**config.mk**
```make
export PLATFORM = sky130hd
export DESIGN_NAME = fetch_unit_flat
export DESIGN_NICKNAME = d
export VERILOG_FILES = /design/src/rtl/fetch_unit_if.sv /design/src/rtl/fetch_unit.sv /design/src/flat_wrapper.sv
export SDC_FILE = /design/constraint.sdc
export NUM_CORES = 2
export LEC_CHECK = 0
export CAP_MARGIN = 10
export CORE_MARGIN = 2
export CORE_UTILIZATION = 40
export DETAILED_ROUTE_END_ITERATION = 16
export PLACE_DENSITY = 0.57
export SYNTH_ARGS = -nofsm -noshare
export SYNTH_HDL_FRONTEND = slang
export SYNTH_SLANG_ARGS = --single-unit
```
**constraint.sdc**
```tcl
create_clock -name clk -period 16.6 [get_ports clk]
set_input_delay 3.32 -clock clk [delete_from_list [all_inputs] [get_ports clk]]
set_output_delay 3.32 -clock clk [all_outputs]
set_load 0.005 [all_outputs]
```
**src/rtl/fetch_unit_if.sv**
```systemverilog
`default_nettype none
// +----------------------------------------------------------------------+
// | fetch_unit_if : fetch-to-decode instruction handshake bundle         |
// | Rev 1.0                                                              |
// +----------------------------------------------------------------------+
interface fetch_unit_if #(
  parameter int ADDR_W = 30
) ();
  logic              instr_valid;
  logic              instr_ready;
  logic [31:0]       instr;
  logic [ADDR_W-1:0] instr_pc;
  logic [ADDR_W-1:0] pc_plus1;

  modport master (
    output instr_valid,
    output instr,
    output instr_pc,
    output pc_plus1,
    input  instr_ready
  );

  modport slave (
    input  instr_valid,
    input  instr,
    input  instr_pc,
    input  pc_plus1,
    output instr_ready
  );
endinterface
`default_nettype wire

```
**src/rtl/fetch_unit.sv**
```systemverilog
`default_nettype none
// +----------------------------------------------------------------------+
// | fetch_unit : fetch PC, writable instruction memory, fetch queue      |
// | Rev 1.0                                                              |
// +----------------------------------------------------------------------+
module fetch_unit #(
  parameter int                ADDR_W   = 30,
  parameter int                DEPTH    = 32,
  parameter int                QDEPTH   = 2,
  parameter logic [ADDR_W-1:0] RESET_PC = '0
) (
  input  wire                clk,
  input  wire                rst,
  input  wire                imem_we_i,
  input  wire [ADDR_W-1:0]   imem_waddr_i,
  input  wire [31:0]         imem_wdata_i,
  input  wire                branch_i,
  input  wire                zero_i,
  input  wire                jump_i,
  input  wire [ADDR_W-1:0]   br_pc_i,
  input  wire [15:0]         br_imm_i,
  input  wire [25:0]         jump_idx_i,
  fetch_unit_if.master       dec_if
);

  localparam int                IDX_W     = (DEPTH > 1) ? $clog2(DEPTH) : 1;
  localparam int                CNT_W     = $clog2(QDEPTH + 1);
  localparam logic [ADDR_W:0]   DEPTH_EXT = (ADDR_W + 1)'(DEPTH);
  localparam logic [CNT_W-1:0]  QFULL     = CNT_W'(QDEPTH);

  typedef struct packed {
    logic [31:0]       instr;
    logic [ADDR_W-1:0] pc;
  } entry_t;

  logic [31:0]       mem_q [DEPTH];
  entry_t            ent_q [QDEPTH];
  entry_t            ent_d [QDEPTH];
  logic [CNT_W-1:0]  count_q, count_d, wr_idx;
  logic [ADDR_W-1:0] fpc_q, fpc_d;
  logic [ADDR_W-1:0] pc_inc, br_tgt, jmp_tgt, tgt;
  logic [31:0]       rdata;
  logic              pop, push, redirect, rd_hit, wr_hit, head_valid;

  assign rd_hit = {1'b0, fpc_q} < DEPTH_EXT;
  assign wr_hit = {1'b0, imem_waddr_i} < DEPTH_EXT;
  assign rdata  = rd_hit ? mem_q[fpc_q[IDX_W-1:0]] : 32'd0;

  assign pc_inc = br_pc_i + ADDR_W'(1);
  assign br_tgt = pc_inc + {{(ADDR_W-16){br_imm_i[15]}}, br_imm_i};

  // Jump keeps the region bits of the sequential PC above the 26-bit index.
  generate
    if (ADDR_W > 26) begin : g_jmp_wide
      assign jmp_tgt = {pc_inc[ADDR_W-1:26], jump_idx_i};
    end else begin : g_jmp_narrow
      assign jmp_tgt = jump_idx_i;
    end
  endgenerate

  always_ff @(posedge clk) begin
    if (imem_we_i && wr_hit) begin
      mem_q[imem_waddr_i[IDX_W-1:0]] <= imem_wdata_i;
    end
  end

  always_comb begin
    ent_d    = ent_q;
    count_d  = count_q;
    fpc_d    = fpc_q;
    pop      = (count_q != '0) && dec_if.instr_ready;
    redirect = jump_i || (branch_i && zero_i);
    tgt      = jump_i ? jmp_tgt : br_tgt;
    push     = !redirect && ((count_q != QFULL) || pop);
    wr_idx   = count_q - CNT_W'(pop);
    if (redirect) begin
      count_d = '0;
      fpc_d   = tgt;
    end else begin
      // Head lives at slot 0; a pop shifts the remaining entries down.
      if (pop) begin
        for (int i = 0; i < QDEPTH - 1; i++) begin
          ent_d[i] = ent_q[i+1];
        end
      end
      if (push) begin
        for (int i = 0; i < QDEPTH; i++) begin
          if (wr_idx == CNT_W'(i)) begin
            ent_d[i] = {rdata, fpc_q};
          end
        end
        fpc_d = fpc_q + ADDR_W'(1);
      end
      count_d = count_q + CNT_W'(push) - CNT_W'(pop);
    end
  end

  always_ff @(posedge clk or posedge rst) begin
    if (rst) begin
      count_q <= '0;
      fpc_q   <= RESET_PC;
      for (int i = 0; i < QDEPTH; i++) begin
        ent_q[i] <= '0;
      end
    end else begin
      count_q <= count_d;
      fpc_q   <= fpc_d;
      for (int i = 0; i < QDEPTH; i++) begin
        ent_q[i] <= ent_d[i];
      end
    end
  end

  assign head_valid         = (count_q != '0);
  assign dec_if.instr_valid = head_valid;
  assign dec_if.instr       = head_valid ? ent_q[0].instr : 32'd0;
  assign dec_if.instr_pc    = head_valid ? ent_q[0].pc : '0;
  assign dec_if.pc_plus1    = head_valid ? ent_q[0].pc + ADDR_W'(1) : '0;

endmodule
`default_nettype wire

```
**src/flat_wrapper.sv**
```systemverilog
// flat-port wrapper written by rule: the top's interface ports become plain ports
module fetch_unit_flat 
#(
  parameter int                ADDR_W   = 30,
  parameter int                DEPTH    = 32,
  parameter int                QDEPTH   = 2,
  parameter logic [ADDR_W-1:0] RESET_PC = '0
)
  (clk, rst, imem_we_i, imem_waddr_i, imem_wdata_i, branch_i, zero_i, jump_i, br_pc_i, br_imm_i, jump_idx_i, dec_if_instr_valid, dec_if_instr, dec_if_instr_pc, dec_if_pc_plus1, dec_if_instr_ready);
  fetch_unit_if #(.ADDR_W(ADDR_W)) dec_if_i ();
  input  wire clk;
  input  wire rst;
  input  wire imem_we_i;
  input  wire [ADDR_W-1:0] imem_waddr_i;
  input  wire [31:0] imem_wdata_i;
  input  wire branch_i;
  input  wire zero_i;
  input  wire jump_i;
  input  wire [ADDR_W-1:0] br_pc_i;
  input  wire [15:0] br_imm_i;
  input  wire [25:0] jump_idx_i;
  output wire logic [$bits(dec_if_i.instr_valid)-1:0] dec_if_instr_valid;
  output wire logic [$bits(dec_if_i.instr)-1:0] dec_if_instr;
  output wire logic [$bits(dec_if_i.instr_pc)-1:0] dec_if_instr_pc;
  output wire logic [$bits(dec_if_i.pc_plus1)-1:0] dec_if_pc_plus1;
  input wire logic [$bits(dec_if_i.instr_ready)-1:0] dec_if_instr_ready;
  assign dec_if_instr_valid = dec_if_i.instr_valid;
  assign dec_if_instr = dec_if_i.instr;
  assign dec_if_instr_pc = dec_if_i.instr_pc;
  assign dec_if_pc_plus1 = dec_if_i.pc_plus1;
  assign dec_if_i.instr_ready = dec_if_instr_ready;
  fetch_unit #(.ADDR_W(ADDR_W), .DEPTH(DEPTH), .QDEPTH(QDEPTH), .RESET_PC(RESET_PC)) u_core (.clk(clk), .rst(rst), .imem_we_i(imem_we_i), .imem_waddr_i(imem_waddr_i), .imem_wdata_i(imem_wdata_i), .branch_i(branch_i), .zero_i(zero_i), .jump_i(jump_i), .br_pc_i(br_pc_i), .br_imm_i(br_imm_i), .jump_idx_i(jump_idx_i), .dec_if(dec_if_i));
endmodule
```
==> metrics.txt <==
status=finished, final reports clean; DRC viols=0; CP peak stage delay=0.63 ns; Rows=approximately 130; vias per std cell=5.74; largest area contributor in the netlist=edfxtp_1; Post-Synth Simple-Gate Area=5.10%; first-pass GRT wire length=between 150 and 200 mm; FF-to-FF Start=u_core.fpc_q[0]; Worst setup EP type=output pin; Post-synth ARST share=13.2%; most common cell in the synthesized netlist=edfxtp_1; Total Nets Final=between 3,000 and 4,000; CP arrival=approximately 3.8 ns; largest fanout on the critical path=6; CTS tree=yes; Hold Crit Endpoint=u_core.ent_q[2]; WP depth=10; root buffer cell=clkbuf_16; Sum Neg Setup Slack=0 ns; Max Slew Vio Count=0; Detail Placement HPWL=approximately 76 mm; CTS Buffer Depth=3; core outline area=123,000 sq um; Slew @ Worst Pin=~1.1 ns; syn avg cell area=between 15 and 20 sq um; reg-to-reg endpoint=u_core.ent_q[108]; post-synthesis cell type count=70; IO Count=around 230; largest net degree at the start of global routing=~140; RePlAce Congestion=just under 0.9; synthesized-area fraction occupied by adder cells=under 10%; HP Start=u_core.ent_q[2]; Yosys reg bits=~1,200; WL final=134 mm; Worst R2R Path Depth=8; Die Ht=356 microns; hold buffers post-CTS=0; WL met1=between 50 and 60 mm; routed wl met3=between 7 and 8 mm; ordered cell list for the critical path=ha_1, nand2_1, or4_1, nor3_2, nand4_1, nor2_1, nand2_1, xor2_1, nor2_1, clkdlybuf4s50_1; worst hold path type=reg2reg; Worst Skew=slightly above 0.03 ns; pwr dens=between 100 and 150 nW/um^2; vias in the first global route=between 20,000 and 30,000; R2R Setup Slk=between 10 and 15 ns; Syn. warnings=0; post-route minimum period=between 7 and 8 ns; main combinational cell family by area after synthesis=multiplexers; initial antenna violation count=13; Fmax achieved=around 0.14 GHz; placed inst area=between 50,000 and 60,000 sq um; Detail Route met2 WL=around 65 mm; top_reg_cell synth=edfxtp_1; VDD IR max=around 0.00011 V; Routed Antenna Nets=0; diode count=0; CP required=13.28 ns; RSZ-0062 raised after global routing=false; first-pass detailed-route iteration total=7; CTS-repair resized insts=0; I/O Buffers=233; TritonCTS Buffers=about 120; clock sinks=1,180; post-synthesis sequential area ratio=a little over two thirds; share of the synthesized area in the top cell type=62.2%; Slowest-stage cell, CP=or4_1; Post-Route Utilization=46.9%; synthesized area=slightly below 50,000 sq um; Setup Crit Path Kind=reg2out; CP Buf/Inv Count=1; Cell Count, Final, Fillers Out=approximately 4,700; top cells by area, synth=edfxtp_1 62%, mux4_2 15%, dfrtp_1 7.9%; share of cells above drive strength 1=a little over a fifth; top layer in use=met5; syn nets=between 2,000 and 3,000; Vias=roughly 27,000; DR iter-0 viols=about 2,700; Fill cells=around 10,000; starting density of the core=40.2%; Clk pin slew, worst setup/hold paths=0.06 ns; synth cell count leaders=1,024 x edfxtp_1, 320 x mux4_2, 222 x nor2_1; CP top delay family=simple AND/OR/NAND/NOR gates; Leakage Power=18.9 nW; Slew headroom=between 20% and 30%; Final period util=about 43%; Final Hold Fails=0; htree depth=3; Post-CTS Setup Bufs=0; final design area excluding fillers=57,800 sq um; Placed Cells incl. Taps=between 4,000 and 5,000; crit start category=register; Synth Instances=approximately 2,700; Clock Latency Late Sink=around 0.7 ns; Compound-Gate Fraction of Synth Area=approximately 3.8%; routed len/inst=about 28 microns; die area=approximately 130,000 sq um; MaxCap Viol Count=0; synth-to-layout area growth=16.8%; mux share of post-synthesis cell area=around 17%; Post-synth EDFFs=~1,000; worst hold stages=1; Die Width=approximately 360 microns; # setup viols final=0; Post-Synth XOR/XNOR Area=approximately 1.6%; Remaining Overflow, GRT=0; GR Util All Layers=a little over a fifth
logic make-up after synthesis:
group / Yosys count
AOI/OAI and AO/OA: 303
xor gates and xnor gates: 89
adders and majority gates: 41
buffers and inverters: 177
DFF: 1180
muxes: 419
and+or+nand+nor: 527
worst max-delay path by stage:
stage / start / to / slack (ns)
5_1_grt: br_pc_i[0] / u_core.fpc_q[29] / 9.12
4_1_cts: u_core.ent_q[62] / dec_if_pc_plus1[26] / 9.44
6_report: u_core.ent_q[62] / dec_if_pc_plus1[26] / 9.53
3_5_place_dp: br_pc_i[0] / u_core.fpc_q[29] / 8.82
2_1_floorplan: rst / u_core.count_q[0] / 9.07
3_3_place_gp: br_pc_i[0] / u_core.fpc_q[29] / 8.81
cell type report:
class	instances	area, sq um	share of cell area, %
multi-input cells	1379	14200	24.6
repair buffers	288	2770	4.79
inverters	24	95.1	0.165
well taps	1637	2050	3.54
clock buffers	152	3190	5.53
clock inverters	70	771	1.33
flip-flops and latches	1180	34700	60.0
registers in the layout, summed over array words and instances, names as in the netlist:
name / cells
u_core.mem_q: 1024
u_core.ent_q: 124
u_core.fpc_q: 30
u_core.count_q: 2
metal layers:
layer  vias to the layer above  track usage (%)
met2                       931             34.9
li1                      11600                -
met5                         -                0
met1                     14500             29.5
met4                        12             5.11
met3                       188             3.25
report_power, final:
part	switching (mW)	internal, mW
Sequential	0.170	3.35
Combinational	0.700	0.704
Clock	1.13	1.58
stage by stage:
step / worst slack, ns / total power, mW / hold WS (ns)
4_1_cts: 9.44 / 7.71 / 0.510
5_1_grt: 9.12 / 7.94 / 0.518
6_report: 9.53 / 7.63 / 0.506
2_1_floorplan: 9.07 / 4.41 / 0.481
3_5_place_dp: 8.82 / 5.01 / 0.496
3_3_place_gp: 8.81 / 4.99 / 0.490
cell usage in the layout, fill, tap and decap left out, types with 6 or more instances in the layout:
master,count
edfxtp_1,1024
mux4_2,320
clkdlybuf4s50_1,233
nor2_1,188
dfrtp_1,151
clkbuf_16,121
a21oi_1,115
nand2_1,79
o22ai_1,69
and2_1,67
mux2_2,63
buf_4,53
nand3_1,49
xnor2_1,47
xor2_1,42
ha_1,40
mux2i_1,36
nor2_4,33
clkbuf_1,26
o21ai_0,25
nand4_1,24
clkinv_2,23
clkinv_1,22
inv_1,21
a21o_1,18
nor3_1,17
and3_1,15
nor4_1,14
bufinv_16,14
a31oi_1,10
and4_1,8
a211oi_1,7
a22oi_1,7
nand2b_1,6
o21a_1,6
(Power assumes the default switching activity.)
